File: src/rtl/tl_pkg.sv
// Shared TileLink A-channel types: the beat record held by the repeater and the A opcode encodings.
package tl_pkg;

   localparam int TL_ADDR_W = 26;
   localparam int TL_SRC_W  = 7;
   localparam int TL_SIZE_W = 3;
   localparam int TL_DATA_W = 32;
   localparam int TL_MASK_W = TL_DATA_W / 8;

   localparam logic [2:0] A_PUT_FULL    = 3'd0;
   localparam logic [2:0] A_PUT_PARTIAL = 3'd1;
   localparam logic [2:0] A_ARITH       = 3'd2;
   localparam logic [2:0] A_LOGIC       = 3'd3;
   localparam logic [2:0] A_GET         = 3'd4;
   localparam logic [2:0] A_HINT        = 3'd5;

   typedef struct packed {
      logic [2:0]           opcode;
      logic [2:0]           param;
      logic [TL_SIZE_W-1:0] size;
      logic [TL_SRC_W-1:0]  source;
      logic [TL_ADDR_W-1:0] address;
      logic [TL_MASK_W-1:0] mask;
      logic [TL_DATA_W-1:0] data;
      logic                 corrupt;
   } tl_a_beat_t;

   typedef enum logic {
      A_EMPTY = 1'b0,
      A_HOLD  = 1'b1
   } a_rep_state_t;

endpackage

File: src/rtl/tl_a_repeater.sv
// TileLink A-channel repeater: passes beats straight through, or captures one beat and
// replays it for as long as repeat_i is held on each downstream handshake.
module tl_a_repeater
   import tl_pkg::*;
#(
   parameter int ADDR_W = TL_ADDR_W,
   parameter int SRC_W  = TL_SRC_W,
   parameter int SIZE_W = TL_SIZE_W,
   parameter int DATA_W = TL_DATA_W,
   localparam int MASK_W = DATA_W / 8
) (
   input  logic              clock,
   input  logic              reset,
   input  logic              repeat_i,
   input  logic              enq_valid,
   output logic              enq_ready,
   input  logic [2:0]        enq_opcode,
   input  logic [2:0]        enq_param,
   input  logic [SIZE_W-1:0] enq_size,
   input  logic [SRC_W-1:0]  enq_source,
   input  logic [ADDR_W-1:0] enq_address,
   input  logic [MASK_W-1:0] enq_mask,
   input  logic [DATA_W-1:0] enq_data,
   input  logic              enq_corrupt,
   output logic              deq_valid,
   input  logic              deq_ready,
   output logic [2:0]        deq_opcode,
   output logic [2:0]        deq_param,
   output logic [SIZE_W-1:0] deq_size,
   output logic [SRC_W-1:0]  deq_source,
   output logic [ADDR_W-1:0] deq_address,
   output logic [MASK_W-1:0] deq_mask,
   output logic [DATA_W-1:0] deq_data,
   output logic              deq_corrupt,
   output logic              full_o,
   output logic [MASK_W-1:0] saved_mask_o
);

   a_rep_state_t state_reg, state_next;
   tl_a_beat_t   saved_reg;
   tl_a_beat_t   enq_beat;
   tl_a_beat_t   deq_beat;
   logic         full;
   logic         load_saved;

   assign enq_beat = '{
      opcode:  enq_opcode,
      param:   enq_param,
      size:    enq_size,
      source:  enq_source,
      address: enq_address,
      mask:    enq_mask,
      data:    enq_data,
      corrupt: enq_corrupt
   };

   assign full      = (state_reg == A_HOLD);
   assign deq_valid = enq_valid | full;
   assign enq_ready = deq_ready & ~full;
   assign deq_beat  = full ? saved_reg : enq_beat;

   always_ff @(posedge clock or posedge reset) begin
      if (reset) begin
         state_reg <= A_EMPTY;
      end else begin
         state_reg <= state_next;
      end
   end

   // Entry captures the beat on the same edge it first leaves; exit happens on the last replay.
   always_comb begin
      state_next = state_reg;
      load_saved = 1'b0;
      case (state_reg)
         A_EMPTY: begin
            if (enq_valid && enq_ready && repeat_i) begin
               state_next = A_HOLD;
               load_saved = 1'b1;
            end
         end
         A_HOLD: begin
            if (deq_valid && deq_ready && !repeat_i) begin
               state_next = A_EMPTY;
            end
         end
         default: state_next = A_EMPTY;
      endcase
   end

   always_ff @(posedge clock or posedge reset) begin
      if (reset) begin
         saved_reg <= '0;
      end else if (load_saved) begin
         saved_reg <= enq_beat;
      end
   end

   assign deq_opcode   = deq_beat.opcode;
   assign deq_param    = deq_beat.param;
   assign deq_size     = deq_beat.size;
   assign deq_source   = deq_beat.source;
   assign deq_address  = deq_beat.address;
   assign deq_mask     = deq_beat.mask;
   assign deq_data     = deq_beat.data;
   assign deq_corrupt  = deq_beat.corrupt;
   assign full_o       = full;
   assign saved_mask_o = saved_reg.mask;

endmodule
File: config.mk
export PLATFORM = sky130hd
export DESIGN_NAME = tl_a_repeater
export DESIGN_NICKNAME = d
export VERILOG_FILES = /design/src/rtl/tl_pkg.sv /design/src/rtl/tl_a_repeater.sv
export SDC_FILE = /design/constraint.sdc
export NUM_CORES = 1
export LEC_CHECK = 0
export ABC_AREA = 1
export CORE_UTILIZATION = 47
export DETAILED_ROUTE_END_ITERATION = 6
export PLACE_DENSITY = 0.9
export SLEW_MARGIN = 20
export SYNTH_ARGS = -nofsm -noshare
export SYNTH_HDL_FRONTEND = slang
export SYNTH_SLANG_ARGS = --single-unit
File: constraint.sdc
create_clock -name clock -period 4.3 [get_ports clock]
set_input_delay 0.86 -clock clock [delete_from_list [all_inputs] [get_ports clock]]
set_output_delay 0.86 -clock clock [all_outputs]
set_load 0.005 [all_outputs]
==> reports/results.tsv, run 1 <==
metric	value	unit
cp-startpoint	full_o	
grt_pass1_vias	4260	
whs_path_depth	2	
timing.slew.headroom	38.3	%
clock_latency	0.34	ns
pin_count	170	
yosys.area.top_type	dfrtp_1	
hold_viol_final	0	
cts_max_level	3	
leakage	3.18	nW
placed_area	0.00581	mm2
min-delay-start	saved_reg[66]	
synth_nets	693	
post_cts_resized	0	
synthAdderAreaFrac	0	%
peakVddDrop	0.368	mV
synth_top_cell_area_share	48.0	%
synth-simple-area-share	45.8	%
cts_max_path_buffers	2	
critPathMaxFanout	46	
ys_top_cells_by_area	dfrtp_1 (48%), nand2_1 (36%), nand3_1 (9.5%)	
setup_violations	0	
fillers	676	
tritoncts	done	
postLayoutCellArea	0.00606	mm2
ant_nets	0	
layout_common_cells	nand2_1 (397), clkdlybuf4s50_1 (169), nand3_1 (79), dfrtp_1 (79), clkbuf_8 (11)	
route.detailed.drc	0	
core-area	0.00838	mm2
post-route-util	72.3	%
regArea	0.00200	mm2
gp_congestion	0.791	
cpMostUsedCell	nand2_1	
worst_slew_pin_slew	0.925	ns
synth_top_family_by_area	simple AND/OR/NAND/NOR gates	
vias	4496	
clock_sinks	80	
clock_skew	0.00857	ns
drv_cap	0	
worst_ep_arrival_time	2.51	ns
dr.first_iter.drc_count	339	
synth_compound_area_share	0.120	%
grt_usage	27.5	%
areaGrowthSynthToFinish	45.5	%
outcome	completed	
drtPass1Iterations	5	
numCtsBuffers	9	
synth-xor-area-share	0	%
rsz0062_at_grt	no	
r2r_slack	1.77	ns
wire_per_inst	14.3	um
syn-cell-area	0.00417	mm2
yosysUniqueCellTypes	12	
cts.reportedPaths.clkPinSlew	0.08	ns
grt-ovfl-total	0	
hpwlAfterDp	8160	um
setup_tns	0	ns
ys_ff_latch	80	
antenna_found_initial	0	
via_per_inst	5.22	
synth_mux_area_share	0	%
die_h	96.2	um
largest_reg_flops	75	
ys_seq_area_share	48.0	%
layout.nets	835	
syn_inst	609	
postSynthAreaPerCell	6.84	um2
portBuffers	169	
fmax	297	MHz
post_cts_buffers	0	
multi_input_area	0.00191	mm2
final_layout_size_suffix_gt1_share	3.97	%
cts-root-buf	clkbuf_8	
fin_crit	3.37	ns
grt_max_degree	84	
dieArea	0.00925	mm2
num_rows	33	
min_path_type	flip-flop to flip-flop	
path_cells	inv_2 -> buf_4 -> nand2_1 -> nand2_1 -> clkdlybuf4s50_1	
ys.warnings.count	0	
hold_buffers	0	
cp.required	3.44	ns
cp-end-kind	primary output	
whs_endpoint	saved_reg[66]	
crit_path_top_delay_cell	inv_2	
slowest_delay	0.57	ns
final_common_cell	nand2_1	
worstRegToRegCells	7	
diodes	0	
post-route-period-util	78.3	%
cp-start-kind	flip-flop	
chipWidth	96.2	um
start_util	49.7	%
timing.rr.start	full_o	
grt_first_pass_wirelength	19700	um
power_density	420	mW/mm2
r2r-end	saved_reg[47]	
maxSlewViolCount	0	
finalWirelength	12300	um
path_class	flip-flop to primary output	
==> layout make-up <==
type,instances,share of cell area [%]
clock buffers,11,2.50
clock inverters,5,1.69
inverters,4,0.268
multi-input cells,480,31.6
flip-flops and latches,80,33.0
well taps,105,2.17
repair buffers,176,28.8
==> through the flow <==
| stage | hold WS (ns) | cells | total power, W | worst slack (ns) |
|---|---|---|---|---|
| floorplan | 0.442 | 609 | 0.00143 | 1.39 |
| global placement | 0.453 | 845 | 0.00183 | 1.35 |
| detailed placement | 0.458 | 845 | 0.00188 | 1.30 |
| CTS | 0.477 | 861 | 0.00256 | 0.936 |
| global route | 0.487 | 861 | 0.00270 | 0.801 |
| finish | 0.474 | 861 | 0.00255 | 0.934 |
==> per-layer routing <==
| metal | routed length, um | vias to the layer above | global-route usage [%] | part of all wire [%] |
|---|---|---|---|---|
| met5 | 0 | - | 0 | 0 |
| met4 | 191 | 0 | 8.08 | 1.5 |
| met3 | 1030 | 17 | 5.29 | 8.4 |
| met2 | 6170 | 219 | 47.2 | 50 |
| met1 | 4950 | 2104 | 35.1 | 40 |
| li1 | - | 2156 | - | - |
==> worst max-delay path, delay by kind of cell (launching register included) <==
family,cells,cell delay [ns]
buffers and inverters,3,1.54
DFF,1,0.41
and+or+nand+nor,2,0.19
==> where the power goes <==
group | leakage, nW | switching, W | internal [W] | total, W
logic | 2.06 | 0.000405 | 0.000430 | 0.000835
registers | 0.999 | 0.000102 | 0.000929 | 0.00103
clock network | 0.126 | 0.000266 | 0.000417 | 0.000683
==> worst max path at each step <==
stage | to | slack, ns | depth (start not counted)
final | deq_address[13] | 0.93 | 5
after global routing | deq_address[11] | 0.80 | 5
after CTS | deq_address[13] | 0.94 | 5
after detailed placement | deq_address[13] | 1.30 | 5
after global placement | deq_opcode[2] | 1.35 | 5
after floorplan | full_o | 1.39 | 1
==> cells in the mapped netlist <==
master	number
buf_2	29
buf_4	7
buf_6	1
clkbuf_1	8
dfrtp_1	80
inv_1	2
inv_2	2
nand2_1	398
nand3_1	79
nor2_4	1
o21ai_0	1
or2_2	1
==> cells by family after synthesis <==
family / count (synthesis)
DFF: 80
and+or+nand+nor: 479
buffers and inverters: 49
AOI/OAI and AO/OA: 1
(Power assumes the default switching activity.)
==> inputs of run 2 (changes only) <==
--- a/config.mk
+++ b/config.mk
@@ -6,9 +6,9 @@
 export NUM_CORES = 1
 export LEC_CHECK = 0
 export ABC_AREA = 1
-export CORE_UTILIZATION = 47
+export CORE_UTILIZATION = 39
 export DETAILED_ROUTE_END_ITERATION = 6
-export PLACE_DENSITY = 0.9
+export PLACE_DENSITY = 0.81
 export SLEW_MARGIN = 20
 export SYNTH_ARGS = -nofsm -noshare
 export SYNTH_HDL_FRONTEND = slang
==> constraint.sdc (replaced) <==
create_clock -name clock -period 2.89 [get_ports clock]
set_input_delay 0.578 -clock clock [delete_from_list [all_inputs] [get_ports clock]]
set_output_delay 0.578 -clock clock [all_outputs]
set_load 0.005 [all_outputs]
==> reports/results.tsv, run 2 (synthesized netlist as in run 1, its figures left out) <==
metric	value	unit
grt_max_degree	80	
drv_cap	0	
multi_input_area	0.00191	mm2
worst_slew_pin_slew	0.817	ns
dr.first_iter.drc_count	255	
gp_congestion	0.759	
post-route-period-util	91.5	%
rsz0062_at_grt	no	
cp-start-kind	flip-flop	
min-delay-start	saved_reg[66]	
whs_path_depth	2	
leakage	3.22	nW
cts-root-buf	clkbuf_8	
finalPower	0.00384	W
antenna_found_initial	0	
cp-end-kind	primary output	
clock_latency	0.35	ns
place_inst	880	
worstRegToRegCells	5	
areaGrowthSynthToFinish	47.8	%
hold_buffers	0	
clock_sinks	80	
maxSlewViolCount	0	
cts_max_path_buffers	2	
clock_skew	0.00366	ns
wire_per_inst	13.1	um
vias	4377	
final_common_cell	nand2_1	
power_density	624	mW/mm2
tritoncts	done	
pin_count	170	
hold_viol_final	0	
setup_tns	0	ns
setup_slack	0.246	ns
post-route-util	59.7	%
wl_met3	766	um
grt_usage	21.9	%
cts_max_level	3	
die_h	105	um
grt-ovfl-total	0	
met1_length	5030	um
num_rows	37	
worst_ep_arrival_time	2.07	ns
setup_violations	0	
core-area	0.0103	mm2
post_cts_buffers	0	
start_util	40.4	%
timing.slew.headroom	45.5	%
whs_endpoint	saved_reg[66]	
dieArea	0.0111	mm2
path_class	flip-flop to primary output	
route.detailed.drc	0	
drtPass1Iterations	5	
peakVddDrop	0.325	mV
chipWidth	105	um
grt_first_pass_wirelength	19500	um
r2r_slack	0.89	ns
largest_reg_flops	75	
timing.rr.start	full_o	
cts.reportedPaths.clkPinSlew	0.08	ns
critPathMaxFanout	44	
cp.required	2.31	ns
finalWirelength	11700	um
r2r-end	saved_reg[6]	
fmax	378	MHz
min_path_type	flip-flop to flip-flop	
fin_crit	2.64	ns
layout_common_cells	nand2_1 (397), clkdlybuf4s50_1 (169), nand3_1 (79), dfrtp_1 (79)	
post_cts_resized	0	
layout.nets	839	
numCtsBuffers	9	
final_layout_size_suffix_gt1_share	4.47	%
grt_pass1_vias	4229	
via_per_inst	4.89	
diodes	0	
portBuffers	169	
ant_nets	0	
fillers	904	
place_ws	0.587	ns
outcome	completed	
hpwlAfterDp	7880	um
instances_no_fill	896	
top_layer	met4	
wl_met2	5800	um
regArea	0.00200	mm2
[run 2: cell count changes in the layout (fill, tap and decap cells not counted)]
cell	previous run	this run
clkinv_2	2	3
buf_12	0	1
clkinvlp_4	1	0
bufinv_16	3	4
buf_4	7	10
clkbuf_8	11	10
[run 2: layout make-up]
cell class	instances	share of cell area (%)
inverters	4	0.264
well taps	136	2.76
multi-input cells	480	31.1
clock buffers	10	2.23
repair buffers	180	29.0
flip-flops and latches	80	32.5
clock inverters	6	2.11
[run 2: layer usage]
layer,track usage [%],vias up
li1,-,2163
met1,27.0,2035
met2,38.1,166
met3,4.08,13
met4,8.05,0
met5,0,-
[run 2: worst max-delay path, cell delays in order, from the launching register on]
cell,delay [ns]
dfrtp_2,0.52
buf_4,0.46
nand2_1,0.10
nand2_1,0.10
clkdlybuf4s50_1,0.50
[run 2: per-stage QoR]
| step | hold slack, ns | area [um2] |
|---|---|---|
| after floorplan | 0.442 | 4170 |
| after global placement | 0.453 | 5890 |
| after detailed placement | 0.458 | 5890 |
| after CTS | 0.477 | 6160 |
| after global routing | 0.495 | 6160 |
| final | 0.473 | 6160 |
[run 2: report_power, final]
part / switching [W] / internal [W]
combinational: 0.000578 / 0.000651
sequential: 0.000152 / 0.00138
clock: 0.000398 / 0.000682
total: 0.00113 / 0.00271
[run 2: how the worst max path moves through the flow]
stage               startpoint               to  cells after the start
5_1_grt                 full_o    deq_source[2]                      4
6_report                full_o  deq_address[14]                      4
4_1_cts                 full_o  deq_address[16]                      4
3_5_place_dp         enq_valid        deq_valid                      3
2_1_floorplan            reset           full_o                      1
3_3_place_gp   enq_address[11]  deq_address[11]                      4
==> inputs of run 3 (changes only) <==
--- a/config.mk
+++ b/config.mk
@@ -6,10 +6,10 @@
 export NUM_CORES = 1
 export LEC_CHECK = 0
 export ABC_AREA = 1
+export ABC_CLOCK_PERIOD_IN_PS = 2890
 export CORE_UTILIZATION = 39
 export DETAILED_ROUTE_END_ITERATION = 6
 export PLACE_DENSITY = 0.81
-export SLEW_MARGIN = 20
 export SYNTH_ARGS = -nofsm -noshare
 export SYNTH_HDL_FRONTEND = slang
 export SYNTH_SLANG_ARGS = --single-unit
==> results of run 3 <==
No change in the layout: final DEF, timing and power equal those of run 2.
